<file path="src/rtl/alu_exec_unit_if.sv">
// Execute-stage ALU bundle: decode-side operands in, result/flags/stall status out.
interface alu_exec_unit_if #(
  parameter int unsigned WIDTH = 32
);
  logic             valid_i;
  logic [2:0]       ALUControl;
  logic [WIDTH-1:0] SrcA;
  logic [WIDTH-1:0] SrcB;
  logic [WIDTH-1:0] Result;
  logic [3:0]       ALUFlags;
  logic             busy;
  logic             done;

  modport master (
    output valid_i, ALUControl, SrcA, SrcB,
    input  Result, ALUFlags, busy, done
  );

  modport slave (
    input  valid_i, ALUControl, SrcA, SrcB,
    output Result, ALUFlags, busy, done
  );
endinterface

</file>
<file path="src/rtl/alu_exec_unit.sv">
// Execute-stage ALU: single-cycle ADD/SUB/AND/ORR/MOV plus iterative MOD (restoring division)
// and EXP (square-and-multiply), both with fixed WIDTH-cycle run time and a pipeline stall.
module alu_exec_unit #(
  parameter int unsigned WIDTH = 32
) (
  input logic            clk,
  input logic            rst,
  alu_exec_unit_if.slave bus
);
  localparam int unsigned CntW = $clog2(WIDTH);
  localparam logic [CntW-1:0] CntMax = CntW'(WIDTH - 1);

  typedef enum logic [1:0] {StIdle, StModRun, StExpRun, StDone} state_e;

  state_e           r_state;
  logic [WIDTH-1:0] r_a, r_b, r_rem, r_acc, r_res;
  logic [CntW-1:0]  r_cnt;
  logic             r_done;

  // Single-cycle datapath; SUB reuses the adder as A + ~B + 1.
  logic             w_is_sub, w_is_mod, w_is_exp;
  logic [WIDTH-1:0] w_b_eff, w_res;
  logic [WIDTH:0]   w_sum;
  logic             w_c, w_v;

  assign w_is_sub = (bus.ALUControl == 3'b001);
  assign w_is_mod = (bus.ALUControl == 3'b101);
  assign w_is_exp = (bus.ALUControl == 3'b110);
  assign w_b_eff  = w_is_sub ? ~bus.SrcB : bus.SrcB;
  assign w_sum    = {1'b0, bus.SrcA} + {1'b0, w_b_eff} + {{WIDTH{1'b0}}, w_is_sub};

  always_comb begin
    w_res = '0;
    w_c   = 1'b0;
    w_v   = 1'b0;
    case (bus.ALUControl)
      3'b000, 3'b001: begin
        w_res = w_sum[WIDTH-1:0];
        w_c   = w_sum[WIDTH];
        w_v   = (bus.SrcA[WIDTH-1] == w_b_eff[WIDTH-1]) &&
                (w_sum[WIDTH-1] != bus.SrcA[WIDTH-1]);
      end
      3'b010:  w_res = bus.SrcA & bus.SrcB;
      3'b011:  w_res = bus.SrcA | bus.SrcB;
      3'b100:  w_res = bus.SrcB;
      default: w_res = '0;
    endcase
  end

  // One restoring-division step; the shifted remainder needs an extra bit when B > 2^(WIDTH-1).
  logic [WIDTH:0]   w_rem_sh;
  logic [WIDTH-1:0] w_rem_diff, w_rem_next;
  assign w_rem_sh   = {r_rem, r_a[r_cnt]};
  assign w_rem_diff = w_rem_sh[WIDTH-1:0] - r_b;
  assign w_rem_next = (w_rem_sh >= {1'b0, r_b}) ? w_rem_diff : w_rem_sh[WIDTH-1:0];

  // One square-and-multiply step, both products truncated to WIDTH bits.
  logic [WIDTH-1:0] w_sq, w_acc_next;
  assign w_sq       = r_acc * r_acc;
  assign w_acc_next = r_b[r_cnt] ? w_sq * r_a : w_sq;

  always_ff @(posedge clk) begin
    if (rst) begin
      r_state <= StIdle;
      r_a     <= '0;
      r_b     <= '0;
      r_rem   <= '0;
      r_acc   <= '0;
      r_res   <= '0;
      r_cnt   <= '0;
      r_done  <= 1'b0;
    end else begin
      r_done <= 1'b0;
      case (r_state)
        StIdle: begin
          if (bus.valid_i && (w_is_mod || w_is_exp)) begin
            r_a     <= bus.SrcA;
            r_b     <= bus.SrcB;
            r_rem   <= '0;
            r_acc   <= WIDTH'(1);
            r_cnt   <= CntMax;
            r_state <= w_is_mod ? StModRun : StExpRun;
          end
        end
        StModRun: begin
          r_rem <= w_rem_next;
          if (r_cnt == '0) begin
            r_res   <= (r_b == '0) ? r_a : w_rem_next;
            r_done  <= 1'b1;
            r_state <= StDone;
          end else begin
            r_cnt <= r_cnt - CntW'(1);
          end
        end
        StExpRun: begin
          r_acc <= w_acc_next;
          if (r_cnt == '0) begin
            r_res   <= w_acc_next;
            r_done  <= 1'b1;
            r_state <= StDone;
          end else begin
            r_cnt <= r_cnt - CntW'(1);
          end
        end
        StDone:  r_state <= StIdle;
        default: r_state <= StIdle;
      endcase
    end
  end

  // Busy covers the issue cycle combinationally so decode stalls before the FSM leaves idle.
  assign bus.busy = !rst &&
                    ((r_state == StIdle && bus.valid_i && (w_is_mod || w_is_exp)) ||
                     r_state == StModRun || r_state == StExpRun);
  assign bus.done = r_done && !rst;

  always_comb begin
    bus.Result   = '0;
    bus.ALUFlags = '0;
    if (!rst) begin
      if (r_state == StDone) begin
        bus.Result   = r_res;
        bus.ALUFlags = {r_res[WIDTH-1], r_res == '0, 2'b00};
      end else if (r_state == StIdle) begin
        bus.Result   = w_res;
        bus.ALUFlags = {w_res[WIDTH-1], w_res == '0, w_c, w_v};
      end
    end
  end
endmodule
</file>
<file path="src/flat_wrapper.sv">
// flat-port wrapper written by rule: the top's interface ports become plain ports
module alu_exec_unit_flat 
#(
  parameter int unsigned WIDTH = 32
)
  (clk, rst, bus_valid_i, bus_ALUControl, bus_SrcA, bus_SrcB, bus_Result, bus_ALUFlags, bus_busy, bus_done);
  alu_exec_unit_if #(.WIDTH(WIDTH)) bus_i ();
  input logic clk;
  input logic rst;
  input wire logic [$bits(bus_i.valid_i)-1:0] bus_valid_i;
  input wire logic [$bits(bus_i.ALUControl)-1:0] bus_ALUControl;
  input wire logic [$bits(bus_i.SrcA)-1:0] bus_SrcA;
  input wire logic [$bits(bus_i.SrcB)-1:0] bus_SrcB;
  output wire logic [$bits(bus_i.Result)-1:0] bus_Result;
  output wire logic [$bits(bus_i.ALUFlags)-1:0] bus_ALUFlags;
  output wire logic [$bits(bus_i.busy)-1:0] bus_busy;
  output wire logic [$bits(bus_i.done)-1:0] bus_done;
  assign bus_i.valid_i = bus_valid_i;
  assign bus_i.ALUControl = bus_ALUControl;
  assign bus_i.SrcA = bus_SrcA;
  assign bus_i.SrcB = bus_SrcB;
  assign bus_Result = bus_i.Result;
  assign bus_ALUFlags = bus_i.ALUFlags;
  assign bus_busy = bus_i.busy;
  assign bus_done = bus_i.done;
  alu_exec_unit #(.WIDTH(WIDTH)) u_core (.clk(clk), .rst(rst), .bus(bus_i));
endmodule
</file>
<file path="config.mk">
export PLATFORM = sky130hd
export DESIGN_NAME = alu_exec_unit_flat
export DESIGN_NICKNAME = d
export VERILOG_FILES = /design/src/rtl/alu_exec_unit_if.sv /design/src/rtl/alu_exec_unit.sv /design/src/flat_wrapper.sv
export SDC_FILE = /design/constraint.sdc
export NUM_CORES = 2
export LEC_CHECK = 0
export ABC_AREA = 0
export BUFFER_PORTS_ARGS = -buffer_cell sky130_fd_sc_hd__buf_2
export CORE_MARGIN = 2
export CORE_UTILIZATION = 45
export DETAILED_ROUTE_END_ITERATION = 8
export PLACE_DENSITY = 0.71
export RECOVER_POWER = 100
export SLEW_MARGIN = 0
export SYNTH_ARGS = -nofsm -noshare
export SYNTH_HDL_FRONTEND = slang
export SYNTH_SLANG_ARGS = --single-unit
</file>
<file path="constraint.sdc">
create_clock -name clk -period 18.9 [get_ports clk]
set_clock_uncertainty 0.15 [all_clocks]
set_input_delay 0.945 -clock clk [delete_from_list [all_inputs] [get_ports clk]]
set_output_delay 0.945 -clock clk [all_outputs]
set_load 0.05 [all_outputs]
</file>
# Word-level counts from Yosys, hierarchy flattened
# Cells that the tools add are included.
# W data, S select, Z words.
[word_totals] ff_bits=168 inputBits=70 word_cells=97
[classes] n_addsub=4 multipliers=2 n_lt_le_gt_ge=2 n_eq_ne=16 muxes=32 bitwise=4 reduce_logical=29
[ops] op="$mux W32" n=11
[ops] op="$pmux W32 S2" n=3
[ops] op="$pmux W32 S4" n=1
[ops] op="$logic_not A32 Y1" n=3
[ops] op="$mul A32 B32 Y32" n=2
[ops] op="$add A32 B32 Y33" n=1
[ops] op="$add A33 B1 Y33" n=1
[ops] op="$ge A33 B32 Y1" n=1
[ops] op="$and A32 B32 Y32" n=1
[ops] op="$not A32 Y32" n=1
[ops] op="$or A32 B32 Y32" n=1
[ops] op="$sub A32 B32 Y32" n=1
[ops] op="$mux W4" n=3
[ops] op="$bmux W1 S5" n=2
[ops] op="$mux W5" n=2
[ops] op="$pmux W5 S2" n=1
[ops] op="$eq A3 B3 Y1 const B" n=3
[ops] op="$ne A2 B1 Y1 const B" n=4
[ops] op="$reduce_and A2 Y1" n=4
[ops] op="$reduce_bool A2 Y1" n=4
[ops] op="$eq A3 B2 Y1 const B" n=2
[ops] op="$logic_and A1 B1 Y1" n=6
[ops] op="$lt A5 B6 Y1 const B" n=1
[ops] op="$mux W2" n=3
[ops] op="other kinds (17)" n=27

# Logic depth before layout (Yosys ltp)
[depth] ltp_word=10 ltp_mapped=61 ltp_nobuf=58

# Worst setup path after synthesis
# Ideal clock, no wire load.
[synth_timing] path_kind="reg2reg" start="register u_core.r_acc[4]" end="register u_core.r_res[31]" arrival_time_ns=13.553 setup_slack_ns=5.064 stages_incl_launch_ff=54 n_path_buf=2 cell_sequence="dfxtp_1 > clkbuf_1 > clkbuf_1 > nand2_1 > fa_1 > inv_1 > fa_1 > fa_1 > inv_1 > fa_1 > inv_1 > fa_1 > inv_1 > fa_1 > inv_1 > fa_1 > inv_1 > fa_1 > (+18 left out) > fa_1 > fa_1 > fa_1 > xor2_1 > xnor2_1 > xnor2_1 > xnor2_1 > xnor2_1 > xnor2_1 > xnor2_1 > xnor2_1 > xnor3_1 > xnor2_1 > xnor3_1 > xnor3_1 > xnor2_1 > o211ai_1 > a21oi_1"
[synth_via] elab_chain_cells=5
[synth_rtl] item="start, declared" line="alu_exec_unit.sv:16" text="logic [WIDTH-1:0] r_a, r_b, r_rem, r_acc, r_res;"
[synth_rtl] item="start signal, assigned" line="alu_exec_unit.sv:96" text="r_acc <= w_acc_next;"
[synth_rtl] item="$mul A32 B32 Y32 (*)" line="alu_exec_unit.sv:59" text="assign w_sq = r_acc * r_acc;"
[synth_rtl] item="$mul A32 B32 Y32" line="alu_exec_unit.sv:60" text="assign w_acc_next = r_b[r_cnt] ? w_sq * r_a : w_sq;"
[synth_rtl] item="$mux W32 (*)" line="alu_exec_unit.sv:60"
[synth_rtl] item="$mux W32 (*)" line="alu_exec_unit.sv:97" text="if (r_cnt == '0) begin"
[synth_rtl] item="$pmux W32 S2 (*)" line="alu_exec_unit.sv:74" text="case (r_state)"
[synth_rtl] item="end signal, assigned" line="alu_exec_unit.sv:88" text="r_res <= (r_b == '0) ? r_a : w_rem_next;"
[synth_rtl] item="end signal, assigned" line="alu_exec_unit.sv:98" text="r_res <= w_acc_next;"
[synth_rtl] item="end, declared" line="alu_exec_unit.sv:16"
# Every way passes the cells marked *; elsewhere a longest branch is shown, timed or not. The select of a mux whose other input is x is not followed.
# A chain may end at the register's enable or synchronous reset.

# Worst setup path in the final report
[layout_timing] start="register u_core.r_acc[0]" end="register u_core.r_res[31]"
# The elaborated chain is that of the path after synthesis.

==> impl_metrics.csv <==
group,metric,value,unit
cts,cts_setup_buffers,0,
synth,ys_seq_elements,167,
critical_path,cpMostUsedCell,"fa_1",
critical_path,arrival,16.49,ns
drt,wl_per_cell,20.33,µm
cts,clk_path_buf_depth,2,
pwr,irDropWorstVdd,0.1107,mV
global_routing,grtUsageMet2,0.4282,
critical_path,worst-r2r-cell-count,49,
pwr,p_int,1.168,mW
drt,initialDrtViolationCount,2869,
pwr,p_per_area,53.91,mW/mm²
floorplanning,io_pins,108,
cts,cts_sinks,167,
sta,fin_setup_tns,0,ns
drt,ant_nets,0,
sta,finalHoldViolations,0,
placement,pre_cts_slack,3.590,ns
cts,cts_hold_buf,0,
synth,synth_area,0.04099,mm²
critical_path,end_kind,"flip-flop",
cells_and_area,final_util,0.4788,
placement,placed_area,0.04270,mm²
placement,globalplace.congestion,0.9840,
floorplanning,coreArea,0.09015,mm²
global_routing,grt.busiest_layer,"met2",
pwr,power_frac_seq,0.207,
floorplanning,die_w,305.8,µm
critical_path,slowest_delay,1.71,ns
drt,routed_wl,121500,µm
synth,synth_cells,4837,
global_routing,track_usage,0.2669,
floorplanning,die_area,0.09351,mm²
sta,setup_slack,2.412,ns
global_routing,grt_max_degree,84,
status,violations,"max-capacitance violations, max-slew violations",
cts,clk_pin_slew,0.07,ns
sta,fmax,60.65,MHz
sta,rsz0062_at_grt,"false",
cells_and_area,nets,5939,
global_routing,grt_pass1_wl,195500,µm
cts,cts_root_buffer,"clkbuf_16",
drt,via_per_inst,5.560,
critical_path,r2r_start,"u_core.r_acc[0]",
sta,slew-limit-headroom,-1.594,
placement,port_buffers,107,
global_routing,met1_usage,0.3711,
pwr,p_leak,21.44,nW
critical_path,start_kind,"flip-flop",
global_routing,grt_pass1_vias,34749,
cts,cts_resized,0,
pwr,p_clk_frac,0.144,
critical_path,worst-path-max-fanout,43,
global_routing,antenna_found_initial,2,
floorplanning,dieHeight,305.8,µm
cells_and_area,final_area,0.04317,mm²
synth,synth_async_sr_flop_share,0,
cts,clk_latency,0.46,ns
run,cap_viol_max_count,8,
sta,setup_viol,0,
cts,cts_tree,"built",
pwr,swShare,0.4982,
worst_hold_path,hp-class,"flip-flop to flip-flop",
critical_path,path_class,"flip-flop to flip-flop",
global_routing,grtUsageMet3,0.03522,
sta,fin_crit,16.49,ns
drt,route.detailed.drc,0,
pwr,power_frac_comb,0.649,
drt,firstDrtPassIters,6,
synth,yosys_warnings,0,
floorplanning,num_rows,110,
critical_path,rr_endpoint,"u_core.r_res[31]",
synth,yosysSeqAreaShare,0.08157,
synth,syn_avg_cell_area,8.474,µm²
pwr,p_sw,1.159,mW
cells_and_area,drive_above_1_share,0.04899,
critical_path,critPathCapture,"u_core.r_res[31]",
sta,fin_crit_sh,0.8724,
critical_path,worst_ep_required_time,18.91,ns
placement,place_hpwl,96210,µm
cts,cts_buffers,17,
critical_path,crit_start,"u_core.r_acc[0]",
synth,synth_edf_count,0,
drt,routed-via-count,33230,
status,outcome,"finished, violations left",
synth,synthDistinctLibCells,79,
critical_path,crit_slowest_cell,"clkbuf_1",
sta,maxSlewViolCount,376,
synth,synth_ff_type,"dfxtp_1",
floorplanning,start_util,0.4547,
pwr,power,2.327,mW
synth,syn-num-nets,5992,
cts,htreeDepth,4,
cells_and_area,area_delta_synth_final,5.318,%
critical_path,r2r_slack,2.41,ns
global_routing,overflow,0,
sta,tightest_slew,3.891,ns
## metrics by stage
| stage | hold slack (ns) | cells |
|---|---|---|
| finish | 0.3067 | 5977 |
| global route | 0.3197 | 5973 |
| CTS | 0.3078 | 5973 |
| detailed placement | 0.2990 | 5941 |
| global placement | 0.2930 | 5941 |
| floorplan | 0.2773 | 4837 |
## worst min path at each step
stage          slack, ns                to  depth (start not counted)        startpoint
3_3_place_gp        0.29     u_core.r_a[3]                          2     u_core.r_a[3]
3_5_place_dp        0.30     u_core.r_a[3]                          2     u_core.r_a[3]
5_1_grt             0.32    u_core.r_a[11]                          2    u_core.r_a[11]
2_1_floorplan       0.28  u_core.r_acc[30]                          2  u_core.r_acc[30]
6_report            0.31     u_core.r_a[3]                          2     u_core.r_a[3]
4_1_cts             0.31     u_core.r_a[3]                          2     u_core.r_a[3]
## layout make-up
cell class	count	area [µm²]
timing repair buffer	177	988.4
antenna	4	10.01
fill	8671	46980
clock inverter	12	92.59
sequential	167	3348
clock buffer	20	456.7
tap	1176	1471
inverter	918	3446
multi-input combinational	3503	33350
## power by group through the flow
stage                     clock, mW  sequential [mW]  combinational (mW)
after floorplan                   0            0.430                1.14
after CTS                     0.335            0.474                1.49
after global placement            0            0.481                1.48
final                         0.335            0.481                1.51
after detailed placement          0            0.482                1.48
after global routing          0.348            0.482                1.62
## synthesized netlist by cell type (21+ instances only)
cell	n	share of area
inv_1	917	0.084
fa_1	740	0.36
nand2_1	661	0.061
ha_1	345	0.11
and2_1	328	0.050
nor2_1	275	0.025
clkbuf_1	226	0.021
a21oi_1	212	0.026
dfxtp_1	167	0.082
xnor2_1	123	0.026
o21ai_0	103	0.013
xor2_1	82	0.018
a22oi_1	59	0.011
a21o_1	47	0.0086
nor3_1	39	0.0048
mux2i_1	38	0.0093
a211oi_1	35	0.0064
o21a_1	29	0.0053
maj3_1	26	0.0063
nand3_1	26	0.0032
nor2b_1	26	0.0040
nor4_1	21	0.0032
## layer usage
metal	share of wire	wire length (µm)
met1	0.41	50290
met2	0.46	55660
met3	0.090	10980
met4	0.038	4575
met5	0	0
## state kept, by name, summed over array words and instances, names as in the netlist
signal / cells
u_core.r_done: 1
u_core.r_res: 32
u_core.r_a: 32
u_core.r_rem: 32
u_core.r_cnt: 5
u_core.r_state: 2
u_core.r_acc: 31
u_core.r_b: 32
## worst max-delay path: cells and delay by family (launching register included)
kind                       cells  cell delay, ns
adders and majority gates     17            7.06
buffers and inverters          8            2.10
DFF                            1            0.70
and+or+nand+nor                3            0.87
xor gates and xnor gates      15            3.94
AOI/OAI and AO/OA              6            1.35
## placed cells by master, fill, tap and decap left out, types with 63 or more instances in the layout
cell	netlist	routed
inv_1	917	917
fa_1	740	740
a21oi_1	212	209
buf_2	4	70
nand2_1	661	660
xor2_1	82	81
and2_1	328	322
nor2_1	275	273
dfxtp_1	167	163
o21ai_0	103	104
ha_1	345	345
xnor2_1	123	117
buf_4	1	63
## kinds of logic (layout without fill, tap and decap cells)
| kind of cell | count (synthesis) | after routing | share of synthesized area |
|---|---|---|---|
| compound gates | 655 | 655 | 0.1039 |
| xor+xnor | 211 | 211 | 0.04695 |
| flops | 167 | 167 | 0.08157 |
| fa+ha+maj | 1111 | 1111 | 0.4731 |
| simple gates | 1459 | 1459 | 0.1646 |
| mux | 67 | 67 | 0.02274 |
| buf+inv | 1167 | 1127 | 0.1071 |
| other cells | 0 | 4 | 0 |
(Power assumes the default switching activity.)
